[src/rtl/param_processor.sv]
// param_processor: small parameterised multi-cycle core.
// Programs are loaded into IMEM through the load port while IDLE. Each
// instruction then takes two cycles: FETCH latches IMEM[pc] into IR, and
// EXEC decodes IR and commits its result. A debug port reads the register
// file combinationally.
module param_processor #(
  parameter  int DATA_W  = 8,
  parameter  int RSEL_W  = 2,
  parameter  int ADDR_W  = 4,
  localparam int INSTR_W = 3 + 3*RSEL_W
) (
  input  logic               clk,
  input  logic               rst,
  input  logic               run,
  input  logic               prog_we,
  input  logic [ADDR_W-1:0]  prog_addr,
  input  logic [INSTR_W-1:0] prog_data,
  input  logic [RSEL_W-1:0]  dbg_sel,
  output logic [DATA_W-1:0]  dbg_data,
  output logic [ADDR_W-1:0]  pc,
  output logic [DATA_W-1:0]  alu_out,
  output logic               zero,
  output logic               busy,
  output logic               halted,
  output logic               retire
);

  localparam int NREG   = 1 << RSEL_W;
  localparam int IMEM_D = 1 << ADDR_W;

  typedef enum logic [1:0] {
    S_IDLE, S_FETCH, S_EXEC, S_HALTED
  } state_t;

  typedef enum logic [2:0] {
    OP_HALT = 3'b000,
    OP_ADD  = 3'b001,
    OP_AND  = 3'b010,
    OP_OR   = 3'b011,
    OP_SUB  = 3'b100,
    OP_LDI  = 3'b101,
    OP_JMP  = 3'b110,
    OP_JZ   = 3'b111
  } op_t;

  // Field layout of one instruction word, rd in the LSBs.
  typedef struct packed {
    op_t               op;
    logic [RSEL_W-1:0] rs1;
    logic [RSEL_W-1:0] rs2;
    logic [RSEL_W-1:0] rd;
  } instr_t;

  state_t                       state_q, state_d;
  instr_t                       ir_q;
  logic [INSTR_W-1:0]           imem [IMEM_D];
  logic [NREG-1:0][DATA_W-1:0]  regs_q;
  logic [ADDR_W-1:0]            pc_q;
  logic [DATA_W-1:0]            alu_q;
  logic                         zero_q;

  logic [DATA_W-1:0]            op_a, op_b, imm, res;
  logic [ADDR_W-1:0]            tgt, pc_inc;
  logic                         wr_en;

  assign dbg_data = regs_q[dbg_sel];
  assign pc       = pc_q;
  assign alu_out  = alu_q;
  assign zero     = zero_q;

  // Operand fetch and immediate/target extraction. Casts zero-extend or
  // truncate so any legal parameter combination lines up.
  assign op_a   = regs_q[ir_q.rs1];
  assign op_b   = regs_q[ir_q.rs2];
  assign imm    = DATA_W'({ir_q.rs1, ir_q.rs2});
  assign tgt    = ADDR_W'({ir_q.rs1, ir_q.rs2, ir_q.rd});
  assign pc_inc = pc_q + ADDR_W'(1);

  // Result mux for the register-writing opcodes; arithmetic wraps.
  always_comb begin
    res   = '0;
    wr_en = 1'b0;
    case (ir_q.op)
      OP_ADD: begin res = op_a + op_b; wr_en = 1'b1; end
      OP_AND: begin res = op_a & op_b; wr_en = 1'b1; end
      OP_OR:  begin res = op_a | op_b; wr_en = 1'b1; end
      OP_SUB: begin res = op_a - op_b; wr_en = 1'b1; end
      OP_LDI: begin res = imm;         wr_en = 1'b1; end
      default: ;
    endcase
  end

  // State register.
  always_ff @(posedge clk or posedge rst) begin
    if (rst) state_q <= S_IDLE;
    else     state_q <= state_d;
  end

  // Next-state and status outputs. A fetched instruction always executes;
  // run is only sampled at the end of EXEC so dropping it never splits one.
  always_comb begin
    state_d = state_q;
    busy    = 1'b0;
    halted  = 1'b0;
    retire  = 1'b0;
    case (state_q)
      S_IDLE: begin
        if (run) state_d = S_FETCH;
      end
      S_FETCH: begin
        busy    = 1'b1;
        state_d = S_EXEC;
      end
      S_EXEC: begin
        busy   = 1'b1;
        retire = 1'b1;
        if (ir_q.op == OP_HALT) state_d = S_HALTED;
        else if (!run)          state_d = S_IDLE;
        else                    state_d = S_FETCH;
      end
      S_HALTED: begin
        halted = 1'b1;
        if (!run) state_d = S_IDLE;
      end
      default: state_d = S_IDLE;
    endcase
  end

  // Architectural state: pc, IR, register file, alu_out and zero flag.
  always_ff @(posedge clk or posedge rst) begin
    if (rst) begin
      pc_q   <= '0;
      ir_q   <= '0;
      regs_q <= '0;
      alu_q  <= '0;
      zero_q <= 1'b0;
    end else begin
      case (state_q)
        S_IDLE: begin
          if (run) pc_q <= '0;
        end
        S_FETCH: begin
          ir_q <= instr_t'(imem[pc_q]);
        end
        S_EXEC: begin
          if (wr_en) begin
            regs_q[ir_q.rd] <= res;
            alu_q           <= res;
            zero_q          <= (res == '0);
            pc_q            <= pc_inc;
          end else if (ir_q.op == OP_JMP) begin
            pc_q <= tgt;
          end else if (ir_q.op == OP_JZ) begin
            pc_q <= zero_q ? tgt : pc_inc;
          end
        end
        default: ;
      endcase
    end
  end

  // Program memory: written only while IDLE, never cleared by reset.
  always_ff @(posedge clk) begin
    if (state_q == S_IDLE && prog_we) imem[prog_addr] <= prog_data;
  end

endmodule

[config.mk]
export PLATFORM = sky130hd
export DESIGN_NAME = param_processor
export DESIGN_NICKNAME = d
export VERILOG_FILES = /design/src/rtl/param_processor.sv
export SDC_FILE = /design/constraint.sdc
export NUM_CORES = 1
export LEC_CHECK = 0
export CAP_MARGIN = 30
export CORE_MARGIN = 2
export CORE_UTILIZATION = 40
export CTS_CLUSTER_DIAMETER = 200
export CTS_CLUSTER_SIZE = 16
export DETAILED_ROUTE_END_ITERATION = 7
export PLACE_DENSITY_LB_ADDON = 0.12
export RECOVER_POWER = 50
export SLEW_MARGIN = 25
export SYNTH_ARGS = -nofsm -noshare
export SYNTH_HDL_FRONTEND = slang
export SYNTH_SLANG_ARGS = --single-unit
export TNS_END_PERCENT = 50
[constraint.sdc]
create_clock -name clk -period 8.99 [get_ports clk]
set_input_delay 2.2475 -clock clk [delete_from_list [all_inputs] [get_ports clk]]
set_output_delay 2.2475 -clock clk [all_outputs]
set_load 0.01 [all_outputs]
# Word-level counts from Yosys, hierarchy flattened
# Memories as Yosys holds them, arrays and structs flattened. A register that Yosys moved wholly into a read port is not among the register bits.
# Index checks and enable logic that the tools add are counted.
# W data, S select, Z words.
[word_totals] mem_bits_ro=0 latch_bits=0 regBits=47 input_bits=19 ramBits=144 n_memories=1
[classes] n_eq_ne=13 bitwise_logic=2 n_div=0 n_mux=27 shifts=0 add_sub_neg=3 n_reduce_logical=11 magnitude_cmp=5 multipliers=0
[memory_table] memory="imem" words=16 width=9 rd=1 rd_ports_with_merged_regs=1 write_ports=1 line="56" text="logic [INSTR_W-1:0] imem [IMEM_D];"
[op_table] operator="$bmux W8 S2" count=3
[op_table] operator="$pmux W8 S5" count=1
[op_table] operator="$bwmux W32" count=1
[op_table] operator="$mux W8" count=4
[op_table] operator="$mux W4" count=5
[op_table] operator="$demux W8 S2" count=1
[op_table] operator="$eq A3 B3 Y1 const B" count=4
[op_table] operator="$lt A2 B3 Y1 const B" count=4
[op_table] operator="$add A8 B8 Y8" count=1
[op_table] operator="$and A8 B8 Y8" count=1
[op_table] operator="$logic_not A8 Y1" count=1
[op_table] operator="$or A8 B8 Y8" count=1
[op_table] operator="$pmux W2 S4" count=1
[op_table] operator="$pmux W4 S2" count=1
[op_table] operator="$sub A8 B8 Y8" count=1
[op_table] operator="$mux W1" count=7
[op_table] operator="$eq A3 B2 Y1 const B" count=2
[op_table] operator="$mux W2" count=3
[op_table] operator="$reduce_or A5 Y1" count=1
[op_table] operator="$add A4 B1 Y4 const B" count=1
[op_table] operator="$eq A2 B2 Y1 const B" count=2
[op_table] operator="$ne A2 B2 Y1 const B" count=2
[op_table] operator="$ne A4 B4 Y1 const B" count=1
[op_table] operator="$reduce_and A2 Y1" count=2
[op_table] operator="other kinds (9)" count=10

# Longest topological paths before layout
# Gate-level depths: netlist (run 1).
[depth] word_depth=6 ltp_mapped=14 mapped_depth_nobuf=13

# Worst setup path before layout (run 1)
# Ideal clock, no wire load.
[synth_path] kind="input-to-output" startpoint="input port dbg_sel[0]" endpoint="output port dbg_data[0]" t_arrival_ns=3.263 required_ns=6.743 setup_slack_ns=3.480 stages=2 path_cell_list="clkbuf_1 -> mux4_2"
[synth_via] elab_chain_len=2
[synth_lines] item="from (decl)" line="18" text="input logic [RSEL_W-1:0] dbg_sel,"
[synth_lines] item="$bmux W8 S2" line="66" text="assign dbg_data = regs_q[dbg_sel];"
[synth_lines] item="$mux W8 (implied by the code)" line="66"
[synth_lines] item="to (decl)" line="19" text="output logic [DATA_W-1:0] dbg_data,"
# Every way passes these cells. The select of a mux whose other input is x is not followed.

# Worst setup path after layout (run 1)
[layout_path] startpoint="input port dbg_sel[0]" endpoint="output port dbg_data[3]"
# The elaborated chain is that of the path after synthesis.

==> results.yml, run 1 <==
status:
  outcome: "finished with violations"
  violations: "max-capacitance violations, max-slew violations"
synth:
  synth-adder-area-share: 0.0273
  syn_avg_cell_area_um2: 16.7
  synth_top_family_by_area: "multiplexers"
  synth_edf_count: 144
  synthDistinctLibCells: 53
  synth_nets: 585
  yosysWarnings: 0
  synth_flop_cell: "edfxtp_1"
  synth-compound-area-share: 0.0572
  ys_ff_latch: 200
  syn_inst: 549
  synth_xor_area_frac: 0.00859
  ys_async_sr_fraction: 0.280
  yosysSeqAreaShare: 0.624
  muxShareOfSynthArea: 0.215
  synth_simple_gate_area_frac: 0.0511
  synth_area_um2: 9180
critical_path:
  worstSetupStartpointType: "input port"
  crit_fanout: 8
  critPathArrivalTime_ns: 4.23
  crit_required_ns: 6.74
  crit_type: "in2out"
  critPathCaptureType: "output port"
clocking:
  cts_hold_buf: 0
  cts_setup_buffers: 0
  insertion_delay_ns: 0.45
  htreeDepth: 4
  clk_path_buf_depth: 2
  clock-sinks: 200
  cts_buffers: 17
  cts_tree: "done"
  clockRootBuffer: "clkbuf_16"
  clk_pin_slew_ns: 0.08
  cts_resized: 0
grt:
  antenna_found_initial: 0
  grt_max_degree: 57
  grt_overflow_total: 0
  grt_pass1_vias: 5336
  grt_first_pass_wirelength_um: 31800
  gr-usage-all-layers: 0.177
drt:
  drc_errors: 0
  via_count: 5147
  via_per_inst: 5.73
  wl_um: 20300
  dr.pass1.iters: 5
  final_antenna_net_count: 0
  drt-initial-drc-count: 363
  wl_per_cell_um: 22.6
timing:
  post-route-min-period_ns: 6.48
  drv_slew: 99
  hold_viol_final: 0
  finClkSkew_ns: 0.0159
  tightest_slew_ns: 3.42
  fin_crit_sh: 0.721
  relSlewSlack: -1.28
  rsz0062_at_grt: "false"
  setup_viol: 0
  fmax_mhz: 154
  fin_setup_tns_ns: 0
power_and_ir_drop:
  power.density_nw_per_um2: 354
  worst_ir_drop_vdd_uv: 160
  p_leak_uw: 0.00372
  finalPower_uw: 3750
placement:
  place.gp.congestion: 0.860
  hpwl_um: 13600
  io_buffers: 42
flow_run:
  drv_cap: 2
floorplanning:
  die_h_um: 155
  core_area_um2: 22600
  die_w_um: 155
  initial_core_util: 0.407
  row_count: 55
  ios: 43
  dieArea_um2: 24200
layout:
  insertedDiodeCount: 0
  final_cell_mix: "edfxtp_1 (144), mux4_2 (65), dfrtp_1 (55), mux2_2 (33), clkdlybuf4s50_1 (32)"
  drive_gt1_frac: 0.254
  final_nets: 636
  final_common_cell: "edfxtp_1"
  syn_to_final_growth_pct: 15.5
  fillers: 1974
hold_path:
  hold_path_class: "reg2reg"
## power breakdown
| group | internal (uW) | leakage, uW | switching, uW |
|---|---|---|---|
| combinational | 820 | 0.00140 | 874 |
| clock | 384 | 0.000297 | 403 |
| sequential | 1100 | 0.00202 | 167 |
| total | 2310 | 0.00372 | 1440 |
## critical path: stages
cell and delay, ns:
clkdlybuf4s50_1 0.90, mux4_2 0.59, clkdlybuf4s50_1 0.49
## routing by layer
metal / global-route usage / routed length (um) / vias up
met2: 0.296 / 10400 / 145
met1: 0.237 / 8660 / 2692
met4: 0.0450 / 206 / 0
met3: 0.0384 / 1030 / 17
li1: - / - / 2293
met5: 0 / 0 / -
## Yosys cell counts, types with 2 or more instances
cell / n / share of area
edfxtp_1: 144 / 0.47
mux4_2: 65 / 0.16
dfrtp_1: 56 / 0.15
mux2_2: 33 / 0.040
nand2_1: 30 / 0.012
nor2_1: 27 / 0.011
o21ai_0: 26 / 0.014
clkbuf_1: 18 / 0.0074
ha_1: 16 / 0.022
a21oi_1: 13 / 0.0071
inv_1: 11 / 0.0045
o211ai_1: 9 / 0.0074
nand2b_1: 8 / 0.0055
buf_1: 7 / 0.0029
nor2b_1: 7 / 0.0048
nor3_1: 7 / 0.0038
xor2_1: 7 / 0.0067
nand3_1: 6 / 0.0033
o21a_1: 6 / 0.0049
mux4_1: 4 / 0.011
maj3_1: 3 / 0.0033
mux2i_1: 3 / 0.0033
or3_1: 3 / 0.0020
a211oi_1: 2 / 0.0016
a21boi_0: 2 / 0.0016
a31oi_1: 2 / 0.0014
and2_1: 2 / 0.0014
buf_2: 2 / 0.0011
o2111a_1: 2 / 0.0025
o31ai_1: 2 / 0.0016
o41ai_2: 2 / 0.0035
or2_2: 2 / 0.0014
xnor2_1: 2 / 0.0019
## layout make-up
| type | count | area [um^2] | area share |
|---|---|---|---|
| Clock inverter | 15 | 184 | 0.0174 |
| Tap cell | 285 | 357 | 0.0336 |
| Clock buffer | 17 | 425 | 0.0401 |
| Inverter | 12 | 45.0 | 0.00425 |
| Timing Repair Buffer | 60 | 559 | 0.0528 |
| Sequential cell | 200 | 5730 | 0.540 |
| Multi-Input combinational cell | 309 | 3300 | 0.312 |
## state kept, by name, summed over array words and instances (netlist names)
name and count:
alu_out 8, imem 144, imm 4, ir_q 5, pc 4, regs_q 32
state_q 2, zero 1
## final timing paths
check,depth (start not counted),from,slack [ns],end
worst max-delay path,3,dbg_sel[0],2.51,dbg_data[3]
worst min-delay path,2,alu_out[2],0.48,alu_out[2]
worst max register to register,4,pc[0],4.51,ir_q[7]
worst min register to register,2,alu_out[2],0.48,alu_out[2]
max in group asynchronous,3,rst,3.60,pc[0]
min in group asynchronous,3,rst,3.43,regs_q[30]
## stage by stage
| step | cell area [um^2] | hold slack (ns) | utilization | std cells | setup WS [ns] |
|---|---|---|---|---|---|
| 6_report | 10600 | 0.482 | 0.470 | 898 | 2.51 |
| 5_1_grt | 10600 | 0.515 | 0.470 | 898 | 2.00 |
| 4_1_cts | 10600 | 0.492 | 0.470 | 898 | 2.48 |
| 3_5_place_dp | 10000 | 0.473 | 0.443 | 866 | 2.48 |
| 3_3_place_gp | 9920 | 0.467 | 0.439 | 858 | 2.53 |
| 2_1_floorplan | 9180 | 0.474 | - | 549 | 3.48 |
## cell families (layout without fill, tap and decap cells)
kind of cell	after synthesis	after routing
AOI/OAI and AO/OA	76	76
xor gates and xnor gates	9	9
muxes	105	105
DFF	200	200
buffers and inverters	40	104
and+or+nand+nor	99	99
adders and majority gates	20	20
No activity file was read; power rests on OpenSTA's default activity.
==> run 2: changes to the inputs <==
Clock period 8.99 ns to 5.3 ns, I/O delays scaled along.
==> run 2 against run 1 <==
The run still ends with max-capacitance violations, max-slew violations left; register-to-register slack got worse by 3.4 ns; total power up 69%; critical path depth unchanged; hold slack hardly changed; count of clock-buffer cells in the layout grew 1; utilization is 0.20 points lower; critical path type unchanged; critical endpoint unchanged; largest power group unchanged.
==> results.yml, run 2 (synthesis gave the netlist of run 1 again) <==
drt:
  final_antenna_net_count: 0
  via_per_inst: 5.67
  drt-initial-drc-count: 298
  wl_um: 19600
  via_count: 5068
  dr.pass1.iters: 4
  wl_per_cell_um: 21.9
  drc_errors: 0
clocking:
  cts_buffers: 17
  cts_setup_buffers: 0
  cts_tree: "done"
  clockRootBuffer: "clkbuf_16"
  clock-sinks: 200
  cts_hold_buf: 0
  insertion_delay_ns: 0.43
  cts_resized: 0
  clk_path_buf_depth: 2
  htreeDepth: 4
  clk_pin_slew_ns: 0.07
layout:
  fin_cells: 894
  syn_to_final_growth_pct: 15.0
  largest-register: "imem"
  final_common_cell: "edfxtp_1"
  final_cell_mix: "edfxtp_1 (144), mux4_2 (65), dfrtp_1 (55), mux2_2 (33)"
  final_nets: 633
  drive_gt1_frac: 0.250
  insertedDiodeCount: 0
  fillers: 1942
  largest_register_ffs: 144
  fin_area_um2: 10600
power_and_ir_drop:
  swShare: 0.377
  switchingPower_uw: 2390
  pwr-share-comb: 0.453
  clkPwrFrac: 0.204
  seqPwrFrac: 0.343
  p_leak_uw: 0.00369
  power.density_nw_per_um2: 600
  power.internal_uw: 3940
  worst_ir_drop_vdd_uv: 286
critical_path:
  rrSetupSlack_ns: 1.09
  rr_endpoint: "zero"
  cp_common_cell: "clkdlybuf4s50_1"
  critical-path-top-delay-family: "buffers and inverters"
  crit_fanout: 8
  crit_required_ns: 3.97
  cpMaxStageDelayCell: "clkdlybuf4s50_1"
  critPathCaptureType: "output port"
  cp.depth: 3
  critPathArrivalTime_ns: 3.31
  path_cells: "clkdlybuf4s50_1, mux4_2, clkdlybuf4s50_1"
  critPathBufInv: 2
  worstSetupStartpointType: "input port"
  rr_worst_depth: 12
  crit_type: "in2out"
  rr_startpoint: "imm[0]"
  slowest_delay_ns: 0.89
timing:
  timing.final.ws_setup_ns: 0.665
  finClkSkew_ns: 0.0130
  drv_slew: 28
  fmax_mhz: 216
  fin_setup_tns_ns: 0
  setup_viol: 0
  rsz0062_at_grt: "false"
  tightest_slew_ns: 1.50
  fin_crit_sh: 0.875
  relSlewSlack: -0.00232
  hold_viol_final: 0
  post-route-min-period_ns: 4.64
hold_path:
  holdPathStages: 2
  worst_hold_path.endpoint: "alu_out[3]"
  hold_path_class: "reg2reg"
  min_from: "alu_out[3]"
floorplanning:
  row_count: 55
  core_area_um2: 22600
  die_h_um: 155
  die_w_um: 155
  dieArea_um2: 24200
  ios: 43
  initial_core_util: 0.407
grt:
  antenna_found_initial: 0
  grt_pass1_vias: 5310
  gr-usage-all-layers: 0.173
  grt_first_pass_wirelength_um: 31400
  grt_max_degree: 41
  grt_overflow_total: 0
placement:
  io_buffers: 42
  place.gp.congestion: 0.873
  dp_cells: 859
  preCtsSetupSlack_ns: 0.619
  hpwl_um: 13500
  placed_cell_area_um2: 9930
flow_run:
  drv_cap: 1
status:
  outcome: "finished with violations"
  violations: "max-capacitance violations, max-slew violations"
==> run 2: changes by cell type in the layout (fill, tap and decap cells not counted), sizes merged <==
| cell | before | now |
|---|---|---|
| clkdlybuf4s50 | 32 | 30 |
| clkbuf | 19 | 20 |
| inv | 20 | 18 |
| bufinv | 0 | 1 |
| clkinvlp | 0 | 1 |
| buf | 16 | 13 |
| dlygate4sd3 | 10 | 12 |
| clkinv | 7 | 5 |
==> run 2: per-layer routing <==
layer | global-route usage | up-vias | part of all wire
met5 | 0 | - | 0
met4 | 0.0476 | 0 | 0.011
met3 | 0.0240 | 19 | 0.029
met2 | 0.298 | 102 | 0.52
met1 | 0.231 | 2651 | 0.44
li1 | - | 2296 | -
==> run 2: power groups by stage <==
stage / logic (uW) / registers, uW / clock network [uW]
final: 2870 / 2170 / 1290
after global routing: 3150 / 2210 / 1380
after CTS: 2840 / 2200 / 1320
after detailed placement: 2820 / 2230 / 0
after global placement: 2780 / 2220 / 0
after floorplan: 2190 / 2030 / 0
==> run 2: layout make-up <==
cell class	count	area [um^2]	share of cell area
tap	285	357	0.0338
clock inverter	13	154	0.0146
multi-input combinational	309	3300	0.312
inverter	12	45.0	0.00427
clock buffer	18	429	0.0407
timing repair buffer	57	546	0.0517
sequential	200	5730	0.543
==> run 2: worst max-delay path by stage <==
stage | startpoint | end | slack (ns)
finish | dbg_sel[0] | dbg_data[3] | 0.66
global route | dbg_sel[0] | dbg_data[6] | 0.59
CTS | dbg_sel[0] | dbg_data[3] | 0.62
detailed placement | dbg_sel[0] | dbg_data[3] | 0.62
global placement | dbg_sel[0] | dbg_data[0] | 0.69
floorplan | dbg_sel[0] | dbg_data[0] | 1.63
==> run 2: through the flow <==
step / utilization / total power (uW) / hold WS, ns
6_report: 0.468 / 6330 / 0.482
5_1_grt: 0.468 / 6740 / 0.511
4_1_cts: 0.466 / 6360 / 0.491
3_5_place_dp: 0.440 / 5050 / 0.474
3_3_place_gp: 0.440 / 5010 / 0.464
2_1_floorplan: - / 4220 / 0.474
==> run 2: worst min-delay path: stages, from the launching register on <==
cell     delay [ns]
dfrtp_1        0.35
nand2_1        0.04
o21ai_0        0.06
==> run 3: changes to the inputs <==
Settings changed: CTS_CLUSTER_DIAMETER 200 to default, GPL_TIMING_DRIVEN from default to 0.
==> run 3 against run 2 <==
The flow still finishes with violations (max-capacitance violations, max-slew violations); critical endpoint is now dbg_data[0]; sequential cell count stayed put; critical path type unchanged; count of clock-buffer cells in the layout is 1 lower; combinational power is 5% higher.
==> results.yml, run 3 (synthesis gave the netlist of run 1 again) <==
layout:
  drive_gt1_frac: 0.258
  syn_to_final_growth_pct: 16.4
  final_cell_mix: "edfxtp_1 (144), mux4_2 (65), dfrtp_1 (56), mux2_2 (33), nand2_1 (30)"
  largest_register_ffs: 144
  fin_area_um2: 10700
  insertedDiodeCount: 0
  final_nets: 654
  final_common_cell: "edfxtp_1"
  largest-register: "imem"
timing:
  fin_crit_sh: 0.847
  tightest_slew_ns: 2.19
  fmax_mhz: 223
  rsz0062_at_grt: "false"
  fin_setup_tns_ns: 0
  timing.final.ws_setup_ns: 0.812
  hold_viol_final: 0
  post-route-min-period_ns: 4.49
  finClkSkew_ns: 0.0180
  drv_slew: 42
  setup_viol: 0
  relSlewSlack: -0.462
clocking:
  clk_path_buf_depth: 2
  clockRootBuffer: "clkbuf_16"
  cts_tree: "done"
  clock-sinks: 200
  clk_pin_slew_ns: 0.08
  cts_setup_buffers: 0
  cts_hold_buf: 0
  insertion_delay_ns: 0.44
  cts_buffers: 17
  cts_resized: 0
  htreeDepth: 4
power_and_ir_drop:
  power.density_nw_per_um2: 598
  worst_ir_drop_vdd_uv: 271
  p_leak_uw: 0.00373
placement:
  place.gp.congestion: 0.829
  placed_cell_area_um2: 10100
  hpwl_um: 14900
  preCtsSetupSlack_ns: 0.799
  io_buffers: 40
drt:
  via_count: 5204
  via_per_inst: 5.68
  wl_um: 21300
  final_antenna_net_count: 0
  drc_errors: 0
  wl_per_cell_um: 23.2
  drt-initial-drc-count: 355
  dr.pass1.iters: 5
hold_path:
  holdPathStages: 2
  hold_path_class: "reg2reg"
grt:
  antenna_found_initial: 0
  grt_first_pass_wirelength_um: 33200
  grt_max_degree: 42
  grt_overflow_total: 0
  grt_pass1_vias: 5413
  gr-usage-all-layers: 0.188
floorplanning:
  initial_core_util: 0.407
  dieArea_um2: 24200
  core_area_um2: 22600
  die_w_um: 155
  die_h_um: 155
  row_count: 55
  ios: 43
status:
  violations: "max-capacitance violations, max-slew violations"
  outcome: "finished with violations"
critical_path:
  rr_worst_depth: 12
  crit_fanout: 8
  critPathArrivalTime_ns: 3.16
  worstSetupStartpointType: "input port"
  crit_type: "in2out"
  crit_required_ns: 3.97
  critPathCaptureType: "output port"
flow_run:
  drv_cap: 1
## run 3: area by class of cell
cell class / instances / area, um^2
buffer: 28 / 118
clock buffer: 17 / 425
clock inverter: 15 / 193
fill: 1973 / 11900
inverter: 12 / 46.3
multi-input combinational: 309 / 3330
sequential: 200 / 5730
tap: 285 / 357
timing repair buffer: 50 / 490
## run 3: worst paths after layout
kind	to	slack (ns)	start
worst min-delay path	alu_out[3]	0.48	alu_out[3]
worst max register to register	zero	1.25	imm[1]
min in group asynchronous	regs_q[15]	1.43	rst
worst min register to register	alu_out[3]	0.48	alu_out[3]
worst max-delay path	dbg_data[0]	0.81	dbg_sel[0]
max in group asynchronous	pc[1]	1.42	rst
## run 3: layer usage
layer | GRT usage | up-vias | share of wire
li1 | - | 2326 | -
met1 | 0.246 | 2731 | 0.43
met2 | 0.327 | 122 | 0.52
met3 | 0.0340 | 25 | 0.033
met4 | 0.0507 | 0 | 0.019
met5 | 0 | - | 0
## run 3: critical path: stages
cell and delay (ns):
clkbuf_1 0.70, mux4_2 0.63, clkdlybuf4s50_1 0.50
## run 3: through the flow
stage	utilization	hold WS, ns	instances	power [uW]
after global routing	0.473	0.523	916	6830
after floorplan	-	0.474	549	4220
final	0.473	0.483	916	6390
after CTS	0.473	0.491	914	6430
after detailed placement	0.446	0.471	882	5090
after global placement	0.440	0.468	874	5040
## run 3: power by group
group	internal, uW	switching, uW
logic	1400	1620
registers	1870	168
clock network	650	675
total	3920	2470
